## src/rtl/liteeth_sram_arbiter.sv

```systemverilog
// liteeth_sram_arbiter
// Shares the SRAM read/write port between two read/write requesters (A, B)
// with a round-robin priority pointer, and hands the SRAM read-only port to
// requester C. Every accepted transaction returns a single-cycle response
// one cycle after acceptance; read data comes straight from the SRAM port.
// C is held off for one cycle when it targets the word being written on the
// RW port in the same cycle, so it always observes the new value.
//
// Optional build macro: LITEETH_SRAM_ARB_BOUNDS_CHECK_EN
//   defined   : requests with addr >= WORD_DEPTH are accepted but do not
//               touch the SRAM; they answer with resp_err=1 and rdata=0.
//   undefined : addresses pass through unchecked; resp_err is tied low.
module liteeth_sram_arbiter #(
   parameter int BITS       = 32,
   parameter int WORD_DEPTH = 384,
   parameter int ADDR_WIDTH = 9
) (
   input  logic                  sys_clk,
   input  logic                  sys_rst,

   // requester A (read/write)
   input  logic                  a_valid,
   output logic                  a_ready,
   input  logic                  a_we,
   input  logic [ADDR_WIDTH-1:0] a_addr,
   input  logic [BITS-1:0]       a_wdata,
   input  logic [3:0]            a_wmask,
   output logic                  a_resp_valid,
   output logic                  a_resp_err,
   output logic [BITS-1:0]       a_rdata,

   // requester B (read/write)
   input  logic                  b_valid,
   output logic                  b_ready,
   input  logic                  b_we,
   input  logic [ADDR_WIDTH-1:0] b_addr,
   input  logic [BITS-1:0]       b_wdata,
   input  logic [3:0]            b_wmask,
   output logic                  b_resp_valid,
   output logic                  b_resp_err,
   output logic [BITS-1:0]       b_rdata,

   // requester C (read only)
   input  logic                  c_valid,
   output logic                  c_ready,
   input  logic [ADDR_WIDTH-1:0] c_addr,
   output logic                  c_resp_valid,
   output logic                  c_resp_err,
   output logic [BITS-1:0]       c_rdata,

   // SRAM read/write port
   output logic                  rw0_ce_in,
   output logic                  rw0_we_in,
   output logic [ADDR_WIDTH-1:0] rw0_addr_in,
   output logic [BITS-1:0]       rw0_wd_in,
   output logic [3:0]            rw0_wmask_in,
   input  logic [BITS-1:0]       rw0_rd_out,

   // SRAM read port
   output logic                  r0_ce_in,
   output logic [ADDR_WIDTH-1:0] r0_addr_in,
   input  logic [BITS-1:0]       r0_rd_out
);

   // Index of each requester in the per-requester response vectors.
   localparam int IDX_A = 0;
   localparam int IDX_B = 1;
   localparam int IDX_C = 2;

   typedef enum logic {
      PRIO_A = 1'b0,
      PRIO_B = 1'b1
   } prio_e;

   prio_e                 prio_q, prio_d;

   logic                  grant_a, grant_b, rw_grant;
   logic                  sel_we;
   logic [ADDR_WIDTH-1:0] sel_addr;
   logic [BITS-1:0]       sel_wdata;
   logic [3:0]            sel_wmask;

   logic                  rw_oob, c_oob;
   logic                  c_hazard, c_accept;

   // One bit per requester: response pending, and response carries read data.
   logic [2:0]            resp_q, resp_d;
   logic [2:0]            rd_q, rd_d;
   logic                  resp_live;

   // A depth beyond the address space would leave the upper words unreachable;
   // nothing is built here, the block only records that relation.
   if (WORD_DEPTH > (1 << ADDR_WIDTH)) begin : g_depth_exceeds_addr_space
   end

`ifdef LITEETH_SRAM_ARB_BOUNDS_CHECK_EN
   localparam logic [ADDR_WIDTH:0] DEPTH_LIMIT = WORD_DEPTH[ADDR_WIDTH:0];

   logic [2:0] err_q, err_d;

   // Out-of-range detection for the selected RW request and for C.
   always_comb begin
      rw_oob = rw_grant && ({1'b0, sel_addr} >= DEPTH_LIMIT);
      c_oob  = ({1'b0, c_addr} >= DEPTH_LIMIT);
   end
`else
   // Without bounds checking every address is treated as in range.
   always_comb begin
      rw_oob = 1'b0;
      c_oob  = 1'b0;
   end
`endif

   // A/B arbitration: a lone requester wins, a tie goes to the pointer, and
   // the pointer always moves to the requester that was not just served.
   always_comb begin
      grant_a = 1'b0;
      grant_b = 1'b0;
      prio_d  = prio_q;
      if (!sys_rst) begin
         if (a_valid && (!b_valid || prio_q == PRIO_A)) begin
            grant_a = 1'b1;
         end else if (b_valid) begin
            grant_b = 1'b1;
         end
      end
      if (grant_a) begin
         prio_d = PRIO_B;
      end else if (grant_b) begin
         prio_d = PRIO_A;
      end
   end

   // Priority pointer register; reset hands the first tie to A.
   always_ff @(posedge sys_clk) begin
      if (sys_rst) begin
         prio_q <= PRIO_A;
      end else begin
         prio_q <= prio_d;
      end
   end

   // Payload of the granted requester; all zero while nobody is granted.
   always_comb begin
      rw_grant  = grant_a | grant_b;
      sel_we    = 1'b0;
      sel_addr  = '0;
      sel_wdata = '0;
      sel_wmask = 4'h0;
      if (grant_a) begin
         sel_we    = a_we;
         sel_addr  = a_addr;
         sel_wdata = a_wdata;
         sel_wmask = a_wmask;
      end else if (grant_b) begin
         sel_we    = b_we;
         sel_addr  = b_addr;
         sel_wdata = b_wdata;
         sel_wmask = b_wmask;
      end
   end

   // RW port drive: an out-of-range request is accepted but never reaches the SRAM.
   always_comb begin
      rw0_ce_in    = rw_grant & ~rw_oob;
      rw0_we_in    = rw_grant & ~rw_oob & sel_we;
      rw0_addr_in  = sel_addr;
      rw0_wd_in    = sel_wdata;
      rw0_wmask_in = sel_wmask;
   end

   // C acceptance: stall one cycle when it reads the word being written now,
   // so the retry sees the freshly written data.
   always_comb begin
      c_hazard   = c_valid & rw_grant & sel_we & (c_addr == sel_addr);
      c_accept   = ~sys_rst & c_valid & ~c_hazard;
      c_ready    = c_accept;
      r0_ce_in   = c_accept & ~c_oob;
      r0_addr_in = c_addr;
      a_ready    = grant_a;
      b_ready    = grant_b;
   end

   // Next-cycle response bookkeeping for every accepted transaction.
   always_comb begin
      resp_d        = 3'b000;
      rd_d          = 3'b000;
      resp_d[IDX_A] = grant_a;
      resp_d[IDX_B] = grant_b;
      resp_d[IDX_C] = c_accept;
      rd_d[IDX_A]   = grant_a & ~a_we & ~rw_oob;
      rd_d[IDX_B]   = grant_b & ~b_we & ~rw_oob;
      rd_d[IDX_C]   = c_accept & ~c_oob;
`ifdef LITEETH_SRAM_ARB_BOUNDS_CHECK_EN
      err_d         = 3'b000;
      err_d[IDX_A]  = grant_a & rw_oob;
      err_d[IDX_B]  = grant_b & rw_oob;
      err_d[IDX_C]  = c_accept & c_oob;
`endif
   end

   // Response pipeline register; reset drops anything in flight.
   always_ff @(posedge sys_clk) begin
      if (sys_rst) begin
         resp_q <= 3'b000;
         rd_q   <= 3'b000;
`ifdef LITEETH_SRAM_ARB_BOUNDS_CHECK_EN
         err_q  <= 3'b000;
`endif
      end else begin
         resp_q <= resp_d;
         rd_q   <= rd_d;
`ifdef LITEETH_SRAM_ARB_BOUNDS_CHECK_EN
         err_q  <= err_d;
`endif
      end
   end

   // Response outputs; a response due while reset is asserted is suppressed.
   always_comb begin
      resp_live    = ~sys_rst;
      a_resp_valid = resp_live & resp_q[IDX_A];
      b_resp_valid = resp_live & resp_q[IDX_B];
      c_resp_valid = resp_live & resp_q[IDX_C];
      a_rdata      = (resp_live & resp_q[IDX_A] & rd_q[IDX_A]) ? rw0_rd_out : '0;
      b_rdata      = (resp_live & resp_q[IDX_B] & rd_q[IDX_B]) ? rw0_rd_out : '0;
      c_rdata      = (resp_live & resp_q[IDX_C] & rd_q[IDX_C]) ? r0_rd_out  : '0;
`ifdef LITEETH_SRAM_ARB_BOUNDS_CHECK_EN
      a_resp_err   = resp_live & resp_q[IDX_A] & err_q[IDX_A];
      b_resp_err   = resp_live & resp_q[IDX_B] & err_q[IDX_B];
      c_resp_err   = resp_live & resp_q[IDX_C] & err_q[IDX_C];
`else
      a_resp_err   = 1'b0;
      b_resp_err   = 1'b0;
      c_resp_err   = 1'b0;
`endif
   end

endmodule

```

## config.mk

```make
export PLATFORM = sky130hd
export DESIGN_NAME = liteeth_sram_arbiter
export DESIGN_NICKNAME = d
export VERILOG_FILES = /design/src/rtl/liteeth_sram_arbiter.sv
export SDC_FILE = /design/constraint.sdc
export NUM_CORES = 1
export LEC_CHECK = 0
export CORE_AREA = 2 2 128 130
export DETAILED_ROUTE_END_ITERATION = 12
export DIE_AREA = 0 0 130 132
export DONT_BUFFER_PORTS = 1
export GPL_ROUTABILITY_DRIVEN = 0
export PLACE_DENSITY = 0.3
export SYNTH_ARGS = -nofsm -noshare
export SYNTH_HDL_FRONTEND = slang
export SYNTH_SLANG_ARGS = --single-unit
```

## constraint.sdc

```tcl
create_clock -name sys_clk -period 3.4 [get_ports sys_clk]
set_input_delay 0.85 -clock sys_clk [delete_from_list [all_inputs] [get_ports sys_clk]]
set_output_delay 0.85 -clock sys_clk [all_outputs]
set_load 0.01 [all_outputs]
```

### Word-level counts from Yosys, hierarchy flattened

Cells that the tools add are included.

* flip-flop bits (word level): 7
* bits in latches: 0
* memory bits (writable): 0
* ROM bits: 0
* input bits: 170
* logic and storage cells: 46
* memories kept: 0

* $add $sub $neg: 0
* multipliers: 0
* div/mod/pow operators: 0
* magnitude comparators: 0
* eq/ne operators: 1
* shifts and indexed selects: 0
* multiplexer cells: 18
* bitwise operators: 20
* reductions and logical operators: 4

Operator list (number)
* $mux W32: 5
* $mux W9: 2
* $and A1 B1 Y1: 14
* $eq A9 B9 Y1: 1
* $mux W1: 9
* $mux W4: 2
* $not A1 Y1: 5
* $reduce_bool A2 Y1: 1
* $logic_and A1 B1 Y1: 1
* $logic_not A1 Y1: 1
* $logic_or A1 B1 Y1: 1
* $or A1 B1 Y1: 1

### Logic depth before layout (Yosys ltp)

* depth after elaboration: 11
* gate-level depth with buffers: 8
* gate-level depth less buffers: 6

### Worst setup path after synthesis

Ideal clock, no wire load.

* path type: input port to output port
* start point: input a_valid
* end point: output r0_ce_in
* arrival: 2.406 ns
* required time: 2.550 ns
* path slack: 0.144 ns
* stages on the path: 8
* cell sequence: a21boi_2 -> buf_4 -> a32oi_1 -> nor2_1 -> xor2_1 -> nor4_2 -> a311oi_1 -> buf_4

* longest elaborated chain between the ends: 9

RTL lines
* start, declared: RTL line 22 `input logic a_valid,`
* $logic_and A1 B1 Y1 (*): RTL line 121 `if (a_valid && (!b_valid || prio_q == PRIO_A)) begin`
* $mux W1: RTL line 121
* $mux W1: RTL line 120 `if (!sys_rst) begin`
* $mux W9: RTL line 155 `end else if (grant_b) begin`
* $mux W9 (*): RTL line 150 `if (grant_a) begin`
* via rw0_addr_in[4]: RTL line 54 `output logic [ADDR_WIDTH-1:0] rw0_addr_in,`
* $eq A9 B9 Y1 (*): RTL line 175 `c_hazard = c_valid & rw_grant & sel_we & (c_addr == sel_addr);`
* $and A1 B1 Y1 (*): RTL line 175
* $not A1 Y1 (*): RTL line 176 `c_accept = ~sys_rst & c_valid & ~c_hazard;`
* $and A1 B1 Y1 (*): RTL line 176
* end, declared: RTL line 60 `output logic r0_ce_in,`

Mark *: on every way through the listed nets, which the timed path passes. The rest lies on a longest branch.

### Worst setup path after layout

* start point: input a_valid
* end point: output r0_ce_in

* longest elaborated chain between the ends: 9

RTL lines (RTL line)
* $logic_and A1 B1 Y1 (*): 121
* $mux W1: 121
* $mux W1: 120
* $mux W9, or another cell as far along: 155
* $mux W9, or another cell as far along: 150
* $eq A9 B9 Y1 or $and A1 B1 Y1 (tied branches): 175
* $and A1 B1 Y1 (*): 175
* $not A1 Y1 (*): 176
* $and A1 B1 Y1 (*): 176

Mark *: on every way between the ends. The rest lies on a longest branch, timed or not.

==> metrics <==
outcome complete, no violations; synthesized instance count around 240; Power Dens Cells about 220 nW/um^2; Area Overhead vs Synth 19.3%; RSZ-0062 raised after global routing false; Final Hold Vio Count 0; most common cell in the netlist and3_1; Buffers on Ports 0; Final #Nets 391; Critical Path AT between 2 and 2.5 ns; core footprint around 16000 um^2; Worst-Skew Late Latency between 0.2 and 0.25 ns; Logic pwr share between 30% and 40%; DIE AREA roughly 17000 um^2; Crit Path Max Fanout 7; row cnt 46; P_int 292 uW; Worst Setup End Kind output pin; layout cells sized above 1 between 10% and 20%; final std cells w/o fill 436; Clock Skews ~0.0030 ns; clock-pin slew on the worst setup and hold paths around 0.03 ns; Pleak about 0.94 nW; r2r startpoint prio_q; initial DRC count 88; Hold Path Cell Cnt 2; fin crit share a little over nine tenths; Async SR Flop Fraction 0%; top cells by area, synth and3_1, a22o_1, and2_1, dfxtp_1, buf_4; Crit Path Category in -> out; detailed placement HPWL between 6 and 7 mm; vias in the first global route roughly 1700; synthesized area per cell roughly 6.9 um^2; worst setup path startpoint a_valid; Fin Hold WS 0.511 ns; First-pass DRT Iterations 4; Die Wd about 130 um; Sink Count 6; largest net degree at the start of global routing 38; sw frac around a third; placed cell count ~430; Total Routed Length around 7.5 mm; CTS Buffer Depth 2; Initial Utilization approximately a tenth; first-pass GRT wire length ~10 mm; Tightest Hold Check Type reg -> reg; top_reg_cell synth dfxtp_1; die height roughly 130 um; H-tree depth 1; Final Max Slew Viols 0; Total GRT Usage ~7.1%; Boundary Pins 332; Yosys reg bits 6; multi-input logic area approximately 1300 um^2; DRC violations left 0; number of library cell types mapped by synthesis 27; DRT antenna net count 0; register area between 100 and 150 um^2; R2R Setup Slk 1.54 ns; wire length per cell between 15 and 20 um; most frequent cells after synthesis and3_1, a22o_1, and2_1; post-synthesis sequential area ratio between 7 and 8%; R2R Path End resp_q[2]; Worst Reg-to-Reg Cells 7; total number of vias 1834; post-CTS setup buffer count 0; post_cts resized 0; TritonCTS clock tree yes; Mapped Area roughly 1600 um^2; Yosys top cell area share 24.7%; Critical Path Sink r0_ce_in; Slew headroom around 39%; CP required roughly 2.6 ns; Setup crit start kind primary input; CTS Buf Count 3; Fin Setup TNS 0 ns; final worst path period need around 3.2 ns; Clock Power Share a little over two fifths; Worst Tran Pin Value 0.909 ns; Yosys warnings 0; initial antenna violation count 0; grt total ovfl 0; setup violators final 0; final worst setup slack 0.160 ns; CTS root buffer clkbuf_16; Switching Power ~140 uW; maximum vdd drop approximately 0.11 mV; Post-CTS Hold Buffers 0; post-synth top area cell and3_1; Place WS ~0.2 ns; Sequential Power Share between 10% and 20%; Core Util, Final around 12%; number of synthesized flops with an enable pin 0; # fillers 1800; fmax 309 MHz; maxcap violations 0; Via density ~4.2
[sequential cells by signal (all words and copies together) (netlist names)]
signal  count
rd_q        2
prio_q      1
resp_q      3
[through the flow]
step / power [mW] / cell area [um^2]
2_1_floorplan: 0.228 / 1630
3_3_place_gp: 0.248 / 1860
3_5_place_dp: 0.249 / 1860
4_1_cts: 0.439 / 1930
5_1_grt: 0.459 / 1930
6_report: 0.435 / 1940
[area by class of cell]
class	count	area share (%)
antenna	1	0.129
clock buffer	3	3.88
inverter	1	0.194
timing repair buffer	19	8.66
sequential	6	6.20
tap	216	14.0
multi-input combinational	190	67.0
[worst min path at each step]
stage	start	end
final	prio_q	prio_q
after global routing	prio_q	prio_q
after CTS	prio_q	prio_q
after detailed placement	prio_q	prio_q
after global placement	prio_q	prio_q
after floorplan	prio_q	prio_q
[power groups by stage]
| stage | combinational (mW) | sequential, mW | clock [mW] |
|---|---|---|---|
| final | 0.165 | 0.0824 | 0.187 |
| after global routing | 0.178 | 0.0838 | 0.198 |
| after CTS | 0.166 | 0.0822 | 0.190 |
| after detailed placement | 0.166 | 0.0831 | 0 |
| after global placement | 0.165 | 0.0826 | 0 |
| after floorplan | 0.151 | 0.0770 | 0 |
[cells by family after synthesis]
family | after synthesis | share of synthesized area (%)
AO/OA/AOI/OAI | 50 | 26.8
XOR/XNOR | 9 | 4.85
buffers and inverters | 41 | 13.6
flip-flops | 6 | 7.40
other | 1 | 0.231
AND/OR/NAND/NOR | 128 | 47.1
[layer usage]
layer  track usage (%)  part of all wire, %
met5                 0                    0
met4              1.91                  1.5
met3              1.38                  8.5
met2              12.7                   50
met1              8.65                   40
[placed cells by master (no fill, tap or decap), types with 2 or more instances in the layout]
master     count
and3_1        64
a22o_1        36
and2_1        32
buf_4         17
nor2_1         9
xor2_1         9
dfxtp_1        6
nand2_1        5
a32oi_1        5
nand3_1        4
a21oi_2        4
nor2b_2        3
nor2b_1        3
conb_1         3
clkbuf_16      3
nand2b_1       2
nor3_1         2
a311oi_1       2
buf_12         2
[worst max-delay path, stage by stage]
cell,delay (ns)
a21boi_2,0.30
buf_4,0.19
nand2_1,0.06
a21oi_2,0.15
xor2_1,0.08
nor4_1,0.42
a311oi_1,0.15
buf_4,0.18
No activity file was read; power rests on OpenSTA's default activity.
